==> src/rtl/change_dispenser_if.sv <==
// Handshake and status bundle between the vending controller, the coin
// hopper and the change dispenser.
interface change_dispenser_if;
    logic       start;
    logic [8:0] amount;
    logic       restock;
    logic       hopper_ready;
    logic       coin_valid;
    logic [1:0] coin_sel;
    logic       busy;
    logic       done;
    logic       err;
    logic [8:0] remaining;
    logic [6:0] n_nickel;
    logic [6:0] n_dime;
    logic [6:0] n_quarter;
    logic [6:0] n_dollar;
    logic [3:0] empty;

    modport master (
        output start, amount, restock, hopper_ready,
        input  coin_valid, coin_sel, busy, done, err, remaining,
        input  n_nickel, n_dime, n_quarter, n_dollar, empty
    );

    modport slave (
        input  start, amount, restock, hopper_ready,
        output coin_valid, coin_sel, busy, done, err, remaining,
        output n_nickel, n_dime, n_quarter, n_dollar, empty
    );
endinterface

==> src/rtl/change_dispenser.sv <==
// Greedy coin-change payout engine: pays out a cent amount one coin at a
// time through a valid/ready handshake, limited by per-coin inventory.
module change_dispenser #(
    parameter int unsigned INIT_NICKEL  = 20,
    parameter int unsigned INIT_DIME    = 20,
    parameter int unsigned INIT_QUARTER = 20,
    parameter int unsigned INIT_DOLLAR  = 10
) (
    input  logic              clk,
    input  logic              cancelReset,
    change_dispenser_if.slave bus
);

    typedef enum logic [1:0] {
        IDLE   = 2'd0,
        SELECT = 2'd1,
        EJECT  = 2'd2,
        DONE   = 2'd3
    } state_t;

    // Index 0 is the nickel, matching the coin_sel encoding.
    localparam logic [3:0][7:0] INIT_INV = {
        8'(INIT_DOLLAR), 8'(INIT_QUARTER), 8'(INIT_DIME), 8'(INIT_NICKEL)
    };

    state_t          state_q;
    logic            coinValid_q;
    logic [1:0]      coinSel_q;
    logic            done_q;
    logic            err_q;
    logic [8:0]      remaining_q;
    logic [3:0][6:0] count_q;
    logic [3:0][7:0] inv_q;

    logic            pickFound_d;
    logic [1:0]      pickSel_d;
    logic            amountLegal;
    logic [3:0]      empty_d;

    function automatic logic [8:0] coinValue(input logic [1:0] sel);
        case (sel)
            2'd0:    coinValue = 9'd5;
            2'd1:    coinValue = 9'd10;
            2'd2:    coinValue = 9'd25;
            default: coinValue = 9'd100;
        endcase
    endfunction

    assign amountLegal = (bus.amount <= 9'd500) && ((bus.amount % 9'd5) == 9'd0);

    // Pick the largest coin that fits the amount still owed and is in stock;
    // scanning upward lets the last match win.
    always_comb begin
        pickFound_d = 1'b0;
        pickSel_d   = 2'd0;
        for (int i = 0; i < 4; i++) begin
            if ((inv_q[i] != 8'd0) && (coinValue(2'(i)) <= remaining_q)) begin
                pickFound_d = 1'b1;
                pickSel_d   = 2'(i);
            end
        end
    end

    // Flag each denomination whose inventory has run out.
    always_comb begin
        empty_d = 4'b0000;
        for (int i = 0; i < 4; i++) begin
            empty_d[i] = (inv_q[i] == 8'd0);
        end
    end

    // Payout state machine with all outputs registered; an abort drops the
    // in-flight coin without counting it and reloads the inventory.
    always_ff @(posedge clk or posedge cancelReset) begin
        if (cancelReset) begin
            state_q     <= IDLE;
            coinValid_q <= 1'b0;
            coinSel_q   <= 2'd0;
            done_q      <= 1'b0;
            err_q       <= 1'b0;
            remaining_q <= 9'd0;
            count_q     <= '0;
            inv_q       <= INIT_INV;
        end else begin
            done_q <= 1'b0;
            case (state_q)
                IDLE: begin
                    if (bus.restock) begin
                        inv_q <= INIT_INV;
                    end
                    if (bus.start) begin
                        if (amountLegal) begin
                            remaining_q <= bus.amount;
                            count_q     <= '0;
                            err_q       <= 1'b0;
                            state_q     <= SELECT;
                        end else begin
                            err_q <= 1'b1;
                        end
                    end
                end
                SELECT: begin
                    if (remaining_q == 9'd0) begin
                        done_q  <= 1'b1;
                        state_q <= DONE;
                    end else if (pickFound_d) begin
                        coinSel_q   <= pickSel_d;
                        coinValid_q <= 1'b1;
                        state_q     <= EJECT;
                    end else begin
                        err_q   <= 1'b1;
                        state_q <= IDLE;
                    end
                end
                EJECT: begin
                    if (coinValid_q && bus.hopper_ready) begin
                        remaining_q         <= remaining_q - coinValue(coinSel_q);
                        inv_q[coinSel_q]    <= inv_q[coinSel_q] - 8'd1;
                        count_q[coinSel_q]  <= count_q[coinSel_q] + 7'd1;
                        coinValid_q         <= 1'b0;
                        state_q             <= SELECT;
                    end
                end
                DONE: begin
                    state_q <= IDLE;
                end
                default: begin
                    state_q <= IDLE;
                end
            endcase
        end
    end

    assign bus.coin_valid = coinValid_q;
    assign bus.coin_sel   = coinSel_q;
    assign bus.busy       = (state_q != IDLE);
    assign bus.done       = done_q;
    assign bus.err        = err_q;
    assign bus.remaining  = remaining_q;
    assign bus.n_nickel   = count_q[0];
    assign bus.n_dime     = count_q[1];
    assign bus.n_quarter  = count_q[2];
    assign bus.n_dollar   = count_q[3];
    assign bus.empty      = empty_d;

endmodule
==> src/flat_wrapper.sv <==
// flat-port wrapper written by rule: the top's interface ports become plain ports
module change_dispenser_flat 
#(
    parameter int unsigned INIT_NICKEL  = 20,
    parameter int unsigned INIT_DIME    = 20,
    parameter int unsigned INIT_QUARTER = 20,
    parameter int unsigned INIT_DOLLAR  = 10
)
  (clk, cancelReset, bus_start, bus_amount, bus_restock, bus_hopper_ready, bus_coin_valid, bus_coin_sel, bus_busy, bus_done, bus_err, bus_remaining, bus_n_nickel, bus_n_dime, bus_n_quarter, bus_n_dollar, bus_empty);
  change_dispenser_if bus_i ();
  input  logic clk;
  input  logic cancelReset;
  input wire logic [$bits(bus_i.start)-1:0] bus_start;
  input wire logic [$bits(bus_i.amount)-1:0] bus_amount;
  input wire logic [$bits(bus_i.restock)-1:0] bus_restock;
  input wire logic [$bits(bus_i.hopper_ready)-1:0] bus_hopper_ready;
  output wire logic [$bits(bus_i.coin_valid)-1:0] bus_coin_valid;
  output wire logic [$bits(bus_i.coin_sel)-1:0] bus_coin_sel;
  output wire logic [$bits(bus_i.busy)-1:0] bus_busy;
  output wire logic [$bits(bus_i.done)-1:0] bus_done;
  output wire logic [$bits(bus_i.err)-1:0] bus_err;
  output wire logic [$bits(bus_i.remaining)-1:0] bus_remaining;
  output wire logic [$bits(bus_i.n_nickel)-1:0] bus_n_nickel;
  output wire logic [$bits(bus_i.n_dime)-1:0] bus_n_dime;
  output wire logic [$bits(bus_i.n_quarter)-1:0] bus_n_quarter;
  output wire logic [$bits(bus_i.n_dollar)-1:0] bus_n_dollar;
  output wire logic [$bits(bus_i.empty)-1:0] bus_empty;
  assign bus_i.start = bus_start;
  assign bus_i.amount = bus_amount;
  assign bus_i.restock = bus_restock;
  assign bus_i.hopper_ready = bus_hopper_ready;
  assign bus_coin_valid = bus_i.coin_valid;
  assign bus_coin_sel = bus_i.coin_sel;
  assign bus_busy = bus_i.busy;
  assign bus_done = bus_i.done;
  assign bus_err = bus_i.err;
  assign bus_remaining = bus_i.remaining;
  assign bus_n_nickel = bus_i.n_nickel;
  assign bus_n_dime = bus_i.n_dime;
  assign bus_n_quarter = bus_i.n_quarter;
  assign bus_n_dollar = bus_i.n_dollar;
  assign bus_empty = bus_i.empty;
  change_dispenser #(.INIT_NICKEL(INIT_NICKEL), .INIT_DIME(INIT_DIME), .INIT_QUARTER(INIT_QUARTER), .INIT_DOLLAR(INIT_DOLLAR)) u_core (.clk(clk), .cancelReset(cancelReset), .bus(bus_i));
endmodule
==> config.mk <==
export PLATFORM = sky130hd
export DESIGN_NAME = change_dispenser_flat
export DESIGN_NICKNAME = d
export VERILOG_FILES = /design/src/rtl/change_dispenser_if.sv /design/src/rtl/change_dispenser.sv /design/src/flat_wrapper.sv
export SDC_FILE = /design/constraint.sdc
export NUM_CORES = 1
export LEC_CHECK = 0
export BUFFER_PORTS_ARGS = -buffer_cell sky130_fd_sc_hd__buf_2
export CORE_MARGIN = 1
export CORE_UTILIZATION = 32
export CTS_CLUSTER_SIZE = 25
export DETAILED_ROUTE_END_ITERATION = 10
export SLEW_MARGIN = 20
export SYNTH_ARGS = -nofsm -noshare
export SYNTH_HDL_FRONTEND = slang
export SYNTH_SLANG_ARGS = --single-unit
==> constraint.sdc <==
create_clock -name clk -period 4.2 [get_ports clk]
set_input_delay 0.42 -clock clk [delete_from_list [all_inputs] [get_ports clk]]
set_output_delay 0.42 -clock clk [all_outputs]
set_load 0.05 [all_outputs]
# After elaboration in Yosys (flattened, before gate mapping)
# Cells that the tools add are included.
# Widths: inputs -> output; s select.
[word_totals] wordCells=115 regBits=76 out_inout_bits=47
[op_classes] n_eq_ne=12 mux=48 n_bitwise=1 n_reduce_logical=29 n_addsub=3 div=1 order_cmp=7
[ops] op="$mux 28" count=3
[ops] op="$mux 32" count=2
[ops] op="$pmux 32 s2" count=1
[ops] op="$pmux 28 s2" count=1
[ops] op="$mux 9" count=5
[ops] op="$bwmux 32" count=1
[ops] op="$logic_not 8->1" count=4
[ops] op="$reduce_bool 8->1" count=4
[ops] op="$bwmux 28" count=1
[ops] op="$pmux 7 s3" count=1
[ops] op="$logic_not 9->1" count=2
[ops] op="$pmux 9 s2" count=1
[ops] op="$bmux 8 s2" count=1
[ops] op="$demux 8 s2" count=1
[ops] op="$mux 8" count=2
[ops] op="$bmux 7 s2" count=1
[ops] op="$demux 7 s2" count=1
[ops] op="$mux 1" count=14
[ops] op="$mux 2" count=7
[ops] op="$mux 7" count=2
[ops] op="$reduce_and 4->1" count=3
[ops] op="$le 3x9->1 const A" count=1
[ops] op="$le 4x9->1 const A" count=1
[ops] op="$le 5x9->1 const A" count=1
[ops] op="other kinds (19)" count=40

# Longest topological paths before layout
# Gate-level depths: netlist of the first run.
[depth] word_depth=9 mapped_depth=16 ltp_nobuf=13

# Worst setup path before layout of the first run
# Ideal clock, no wire load.
[synth_path] path_type="register to register" from="register u_core.coinSel_q[0], in the netlist u_core.bus.coin_sel[0]" to="register u_core.remaining_q[6], in the netlist u_core.bus.remaining[6]" path_stages_with_launch=16 setup_slack_ns=0.155 arrival_time_ns=3.918 n_path_buf=3 cell_sequence="dfrtp_1 clkbuf_1 buf_1 inv_1 ha_1 buf_1 or2_2 ha_1 fa_1 o21ai_0 a21oi_1 o21bai_1 a21o_1 xnor2_1 o21ai_0 mux2_1"
[synth_via] elab_chain_cells=7 elab_cells_between_ends=9
[synth_rtl] element="start, declared" line="change_dispenser.sv:28" source="logic [1:0] coinSel_q;"
[synth_rtl] element="start signal, assigned" line="change_dispenser.sv:107" source="coinSel_q <= pickSel_d;"
[synth_rtl] element="$eq 2x2->1, or another cell as far along" line="change_dispenser.sv:41" source="case (sel)"
[synth_rtl] element="$pmux 7 s3 *" line="change_dispenser.sv:41"
[synth_rtl] element="$mux 9 *" line="change_dispenser.sv:116" source="if (coinValid_q && bus.hopper_ready) begin"
[synth_rtl] element="$mux 9 *" line="change_dispenser.sv:86" source="case (state_q)"
[synth_rtl] element="$sub 9x9->9 *" line="change_dispenser.sv:117" source="remaining_q <= remaining_q - coinValue(coinSel_q);"
[synth_rtl] element="$mux 9 *" line="change_dispenser.sv:116"
[synth_rtl] element="$pmux 9 s2 *" line="change_dispenser.sv:86"
[synth_rtl] element="end signal, assigned" line="change_dispenser.sv:93" source="remaining_q <= bus.amount;"
[synth_rtl] element="end signal, assigned" line="change_dispenser.sv:117"
[synth_rtl] element="end, declared" line="change_dispenser.sv:31" source="logic [8:0] remaining_q;"
# Mark *: on every way between the ends. The rest lies on a longest branch, timed or not. The select of a mux whose other input is x is not followed.
# A chain may end at the register's enable or synchronous reset.

# Final worst setup path of the first run
[layout_path] from="register u_core.coinSel_q[1], in the netlist u_core.bus.coin_sel[1]" to="register u_core.remaining_q[6], in the netlist u_core.bus.remaining[6]"
# The elaborated chain is that of the path after synthesis.

==> metrics.md, run 1 <==
| Metric | Value |
|---|---|
| Leading area contributor after synthesis | dfrtp_1 |
| Overflow after GRT | 0 |
| RSZ-0062 raised after global routing | no |
| Worst-margin pin slew | 924 ps |
| Critical path arrival | 3580 ps |
| Pins Over Slew Limit | 0 |
| Largest cells by area after synthesis | dfrtp_1 34%, mux4_2 6.8%, dfstp_2 4.3% |
| Kind of critical path | reg2reg |
| Final period util | 80.2% |
| Power, Total | 4.29 mW |
| Largest net degree at the start of global routing | 40 |
| Layout area overhead | 15.7% |
| Setup Buffers After CTS | 0 |
| Die Span Y | approximately 130 um |
| # clock sinks | 76 |
| Max rail drop VDD | 352 uV |
| Post-route core utilization | between 30% and 40% |
| HP Class | in2async |
| Synthesized flop and latch total | 76 |
| Worst Clk Skew | 5.73 ps |
| Count of final setup violators | 0 |
| Area of the core | approximately 15000 um2 |
| GRT Resource Usage Total | about a fifth |
| Global placer's final weighted congestion | 0.859 |
| Max-Cap Viols | 0 |
| Post-Route WL | 14400 um |
| DRT iter0 DRCs | between 400 and 500 |
| Final net count | about 600 |
| Post-synth top area share | between 30% and 40% |
| Cell Rows | 45 |
| First-pass iteration count of the detailed router | 8 |
| CTS Buffer Depth | 2 |
| Crit start category | register |
| Reg area | ~1900 um2 |
| Avg WL per Cell | 19.0 um |
| Detail-routed via count per cell | 5.89 |
| Ant. Diodes | 0 |
| Power Density | around 750 nW/um2 |
| CTS-repair resized insts | 0 |
| Status | finished, violations left |
| Post-synthesis cell type count | 73 |
| DRC errors left | 1 |
| Via count of the first global-routing pass | 4346 |
| Clock transition at path regs | ~60 ps |
| Synthesized Nets | 546 |
| Mapped cell area | 4940 um2 |
| CTS Hold Bufs | 0 |
| EDFF count, synth | 0 |
| Worst r2r src | u_core.bus.coin_sel[1] |
| Synth warnings | 0 |
| CTS Root Cell | clkbuf_16 |
| Worst-Skew Late Latency | 330 ps |
| Pleak | 2.54 nW |
| Element type at the critical path end | register |
| Detail Route Antenna Nets | 0 |
| Hold Violations, Final | 0 |
| DP HPWL | 10400 um |
| Share of cells above drive strength 1 | a little over a fifth |
| Fillers | 1513 |
| Post-synthesis cell count | 518 |
| Crit path required time | about 4400 ps |
| CTS HTree Levels | 3 |
| Num CTS Buffers | 9 |
| Reg2reg end | u_core.bus.remaining[6] |
| Io pins | about 60 |
| IO Port Bufs | 60 |
| Initial Utilization | about a third |
| Post-synthesis sequential area ratio | 38.7% |
| Area occupied by multi-input gates | 2800 um2 |
| Critical Path Fanout Max | 13 |
| Die width | 126 um |
| Ys flop type | dfrtp_1 |
| TritonCTS clock tree | done |
| Ys async rst share | 100% |
| Tightest hold margin | 300 ps |
| Fmax | 0.297 GHz |
| Worst reg2reg path depth | 12 |
| Min Tclk post-route | 3370 ps |
| Global-route wire length before repair | 23800 um |
| DR vias | 4481 |
| Failing checks | design-rule violations |
| Initial antenna violation count | 0 |
| Avg Cell Area, Syn | 9.54 um2 |
| Crit path from | u_core.bus.coin_sel[1] |
| Final TNS setup | 0 ps |
| CP Capture Point | u_core.bus.remaining[6] |
| Slew HR | 38.3% |
| Die ar. | 15900 um2 |
| R2R Setup Slk | 830 ps |
-- sequential cells by signal, summed over array words and instances, names as in the netlist --
register	count
u_core.bus.n_nickel	7
u_core.inv_q	32
u_core.bus.n_quarter	7
u_core.bus.err	1
u_core.bus.done	1
u_core.bus.coin_valid	1
u_core.state_q	2
u_core.bus.remaining	9
u_core.bus.coin_sel	2
u_core.bus.n_dollar	7
u_core.bus.n_dime	7
-- how the worst min path moves through the flow --
stage,to,cells past startpoint,startpoint
detailed placement,u_core.bus.err,1,u_core.bus.err
global placement,u_core.inv_q[0],2,u_core.inv_q[0]
CTS,u_core.bus.remaining[6],2,cancelReset
floorplan,u_core.inv_q[22],2,u_core.inv_q[22]
finish,u_core.bus.done,2,cancelReset
global route,u_core.bus.done,2,cancelReset
-- logic make-up after synthesis --
group,after synthesis,synth area share [%]
mux,22,8.33
fa+ha+maj,15,3.90
compound gates,162,24.4
xor+xnor,14,2.48
buf+inv,53,4.68
simple gates,176,17.6
flops,76,38.7
-- layer usage --
layer,track usage (%),share of wire (%),up-vias
met2,29.4,47,166
met3,3.29,5.4,12
met1,27.2,47,2247
met5,0,0,-
li1,-,-,2056
met4,4.32,0.94,0
-- Yosys cell counts, types with 8 or more instances --
| cell type | count |
|---|---|
| dfrtp_1 | 68 |
| nand2_1 | 48 |
| nor2_1 | 45 |
| o21ai_0 | 42 |
| inv_1 | 24 |
| a21oi_1 | 20 |
| a22o_1 | 18 |
| mux4_2 | 15 |
| nand3_1 | 15 |
| clkbuf_1 | 14 |
| nor3_1 | 14 |
| ha_1 | 13 |
| a21o_1 | 12 |
| nand2b_1 | 9 |
| a31oi_1 | 8 |
| a32o_1 | 8 |
| buf_2 | 8 |
| dfstp_2 | 8 |
| or4_1 | 8 |
-- stage by stage --
stage | setup WS [ps] | area (um2) | std cells
after floorplan | 155 | 4940 | 518
after global placement | 724 | 5390 | 745
after detailed placement | 611 | 5390 | 745
after CTS | 855 | 5720 | 761
after global routing | 632 | 5720 | 761
final | 832 | 5720 | 761
-- report_power, final --
group / internal, mW / switching, mW / leakage [nW]
clock network: 0.535 / 0.305 / 0.151
logic: 0.770 / 1.54 / 1.41
registers: 0.914 / 0.226 / 0.976
total: 2.22 / 2.07 / 2.54
-- final cells by class --
cell class,count,area share [%]
Sequential cell,76,33.4
Multi-Input combinational cell,389,49.0
Timing Repair Buffer,67,6.17
Clock inverter,6,1.53
Inverter,25,1.64
Clock buffer,10,4.18
Tap cell,188,4.11
-- worst max-delay path, cell delays in order (launching register included) --
cell,delay [ps]
dfrtp_1,530
inv_1,120
ha_1,420
or2_2,370
ha_1,220
fa_1,420
o21ai_0,210
a21oi_1,130
o21bai_1,170
a21o_1,170
xnor2_1,120
o21ai_0,90
mux2_1,310
-- cells in the final DEF (no fill, tap or decap), drive strengths merged, types with 5 or more instances in the layout --
cell,instances
o21ai,42
and3,7
a21o,12
clkbuf,10
dfstp,8
a22o,18
nor3,14
buf,67
ha,13
dfrtp,68
inv,24
or4,8
mux4,15
nand3,15
a21oi,20
nand2,48
o211ai,5
xor2,7
nand2b,9
nor2b,7
xnor2,7
nor2,45
a31oi,9
a32o,8
(Power assumes the default switching activity.)
==> run 2, diff against run 1 <==
Settings changed: ABC_AREA set to 1.
Clock period 4.2 ns to 2.8 ns, I/O delays scaled along.
==> metrics.md, run 2 <==
| Metric | Value |
|---|---|
| Status | complete, no violations (was finished, violations left) |
| Final net count | 775 (was 596) |
| Power Density | 1240 nW/um2 (was 750 nW/um2) |
| Die ar. | 15300 um2 (was 15900 um2) |
| IO Port Bufs | 60 (unchanged) |
| Placement Setup Slack | -214 ps (was 611 ps) |
| Final Cell Area | 6180 um2 (was 5720 um2) |
| Pins Over Slew Limit | 0 (unchanged) |
| Mapped cell area | 4730 um2 (was 4940 um2) |
| Die width | 124 um (was 126 um) |
| Largest net degree at the start of global routing | 77 (was 40) |
| Avg Cell Area, Syn | 7.20 um2 (was 9.54 um2) |
| RSZ-0062 raised after global routing | yes (was no) |
| CTS Buffer Depth | 2 (unchanged) |
| Ys async rst share | 100% (unchanged) |
| CP Depth | 28 (was 12) |
| Element type at the critical path end | register (unchanged) |
| Most frequent cells in the layout | 137 x nand2_1, 88 x inv_1, 66 x dfrtp_1, 57 x buf_2, 53 x nand2_2 (was 68 x dfrtp_1, 60 x buf_2, 48 x nand2_1, 45 x nor2_1, 42 x o21ai_0) |
| Count of final setup violators | 0 (unchanged) |
| Tightest hold margin | 31.5 ps (was 300 ps) |
| Largest register by flop count | u_core.inv_q (unchanged) |
| Crit start category | input pin (was register) |
| Worst r2r src | u_core.bus.coin_sel[1] (unchanged) |
| Post-synthesis sequential area ratio | 40.4% (was 38.7%) |
| Cell Rows | 44 (was 45) |
| Worst-Skew Late Latency | 330 ps (about the same) |
| EDFF count, synth | 0 (unchanged) |
| Commonest non-fill, non-tap cell in the layout | nand2_1 (was dfrtp_1) |
| CTS HTree Levels | 3 (unchanged) |
| Global placer's final weighted congestion | 0.842 (was 0.859) |
| Clock transition at path regs | 60 ps (about the same) |
| Area of the core | 14500 um2 (was 15100 um2) |
| Slew HR | 48.2% (was 38.3%) |
| Buf/Inv on CP | 3 (was 1) |
| Synth warnings | 0 (unchanged) |
| Power, Total | 7.68 mW (was 4.29 mW) |
| HP Class | in2async (unchanged) |
| Post-synth top area share | 36.0% (was 34.4%) |
| Overflow after GRT | 0 (unchanged) |
| Worst reg2reg path depth | 17 (was 12) |
| Routed wl met2 | 6630 um (was 6720 um) |
| Final period util | 97.3% |
| TritonCTS clock tree | done (unchanged) |
| DRC errors left | 0 (was 1) |
| Share of cells above drive strength 1 | 31.0% (was 21.5%) |
| Final TNS setup | 0 ps (unchanged) |
| Die Span Y | 124 um (was 126 um) |
| Detail Route Antenna Nets | 0 (unchanged) |
| Main combinational cell family by area after synthesis | simple AND/OR/NAND/NOR gates (was compound AO/OA/AOI/OAI gates) |
| Worst Clk Skew | 10.6 ps (was 5.73 ps) |
| Avg WL per Cell | 14.9 um (was 19.0 um) |
| CP most frequent cell | nand2_2 |
| Max-Cap Viols | 0 (unchanged) |
| Placed cell count | 913 (was 745) |
| Fillers | 1514 (was 1513) |
| Post-synthesis cell count | 657 (was 518) |
| Ant. Diodes | 0 (unchanged) |
| Mux share of post-synthesis cell area | 0% (was 8.33%) |
| Worst-margin pin slew | 778 ps (was 924 ps) |
| Kind of critical path | in2reg (was reg2reg) |
| XOR/XNOR Fraction of Synth Area | 2.59% (was 2.48%) |
| Hold Violations, Final | 0 (unchanged) |
| CP delay by family, top | simple AND/OR/NAND/NOR gates (was adder cells) |
| Max rail drop VDD | 733 uV (was 352 uV) |
| Pleak | 3.12 nW (was 2.54 nW) |
| Detail-routed via count per cell | 4.98 (was 5.89) |
| Max stage delay cell, worst path | nand2_8 (was dfrtp_1) |
| Simple-gate portion of the synthesized area | 29.3% (was 17.6%) |
| Crit path required time | 3010 ps (was 4420 ps) |
| First-pass iteration count of the detailed router | 4 (was 8) |
| R2R Setup Slk | 160 ps (was 830 ps) |
| Io pins | 61 (unchanged) |
| Synthesized flop and latch total | 76 (unchanged) |
| Non-filler cells, final | 936 (was 761) |
| # clock sinks | 76 (unchanged) |
| Final setup margin | 74.5 ps (was 832 ps) |
| Fmax | 0.367 GHz |
| Synth Area in Compound Gates | 14.5% (was 24.4%) |
| Global-route wire length before repair | 22200 um (was 23800 um) |
| Top-count cell post-synth | nand2_1 (was dfrtp_1) |
| Via count of the first global-routing pass | 4335 (was 4346) |
| DP HPWL | 9930 um (was 10400 um) |
| Max reg flops | 32 (unchanged) |
| Post-route core utilization | 42.7% (was 37.8%) |
| Initial Utilization | 32.7% (was 32.6%) |
| Post-Route WL | 14000 um (was 14400 um) |
| Min Tclk post-route | between 2000 and 3000 ps |
| Top cells by count, synth | 188 x nand2_1, 92 x inv_1, 68 x dfrtp_1 (was 68 x dfrtp_1, 48 x nand2_1, 45 x nor2_1) |
| DR vias | 4661 (was 4481) |
| Post-Synth Adder-Cell Area | 3.86% (was 3.90%) |
| Max layer used | met4 (unchanged) |
| Layout area overhead | 30.8% (was 15.7%) |
| Critical path arrival | 2940 ps (was 3580 ps) |
| CP max stage delay | 190 ps (was 530 ps) |
| Post-DP Area | 5430 um2 (was 5390 um2) |
| Largest cells by area after synthesis | dfrtp_1 36%, nand2_1 15%, inv_1 7.3% (was dfrtp_1 34%, mux4_2 6.8%, dfstp_2 4.3%) |
| DRT iter0 DRCs | 330 (was 408) |
| Post-synthesis cell type count | 39 (was 73) |
| Leading area contributor after synthesis | dfrtp_1 (unchanged) |
| Synthesized Nets | 685 (was 546) |
| GRT Resource Usage Total | 18.8% (about the same) |
| WL met1 | 6650 um (was 6810 um) |
| CTS Root Cell | clkbuf_16 (unchanged) |
| Critical Path Fanout Max | 7 (was 13) |
| Initial antenna violation count | 0 (unchanged) |
| Reg2reg end | u_core.bus.remaining[8] (was u_core.bus.remaining[6]) |
| Ys flop type | dfrtp_1 (unchanged) |
| Routed wl met3 | 577 um (was 777 um) |
| Num CTS Buffers | 9 (unchanged) |
[run 2: report_power, final]
group          switching [mW]  internal [mW]
sequential              0.356           1.46
combinational            3.32           1.50
clock                   0.451          0.598
[run 2: kinds of logic (layout without fill, tap and decap cells)]
logic type | Yosys count | in the layout
AO/OA/AOI/OAI | 121 | 121
XOR/XNOR | 14 | 14
adder cells (fa/ha/maj) | 14 | 14
buffers and inverters | 113 | 207
flip-flops | 76 | 76
AND/OR/NAND/NOR | 319 | 320
[run 2: layout make-up]
class | instances | area (um2) | area share [%]
multi-input combinational | 469 | 2790 | 45.1
timing repair buffer | 91 | 598 | 9.67
sequential | 76 | 1910 | 31.0
tap | 184 | 230 | 3.72
inverter | 100 | 389 | 6.29
clock inverter | 5 | 31.3 | 0.506
clock buffer | 11 | 233 | 3.76
[run 2: worst max path at each step]
stage	start	end	slack, ps
after floorplan	u_core.bus.coin_sel[0]	u_core.bus.remaining[8]	-60
after global placement	bus_amount[6]	u_core.bus.n_dime[5]	-160
after detailed placement	bus_amount[6]	u_core.bus.n_quarter[4]	-210
after CTS	bus_amount[6]	u_core.bus.n_quarter[6]	110
after global routing	bus_amount[8]	u_core.bus.remaining[6]	-160
final	bus_amount[8]	u_core.bus.remaining[6]	70
[run 2: metal layers]
metal  vias to the layer above  track usage (%)
met2                       104             30.2
met3                         8             2.93
met5                         -                0
met4                         0             3.84
li1                       2331                -
met1                      2218             26.7
[run 2: repair_timing]
item,4_1_cts,5_1_grt
setup endpoints to repair,0,38
resized for setup,0,116
setup buffers,0,5
hold buffers,0,0
[run 2: worst register-to-register path: cells and delay by family (launching register included)]
kind,cells,cell delay (ps)
fa+ha+maj,3,770
compound gates,5,680
simple gates,6,480
flops,1,410
buf+inv,3,240
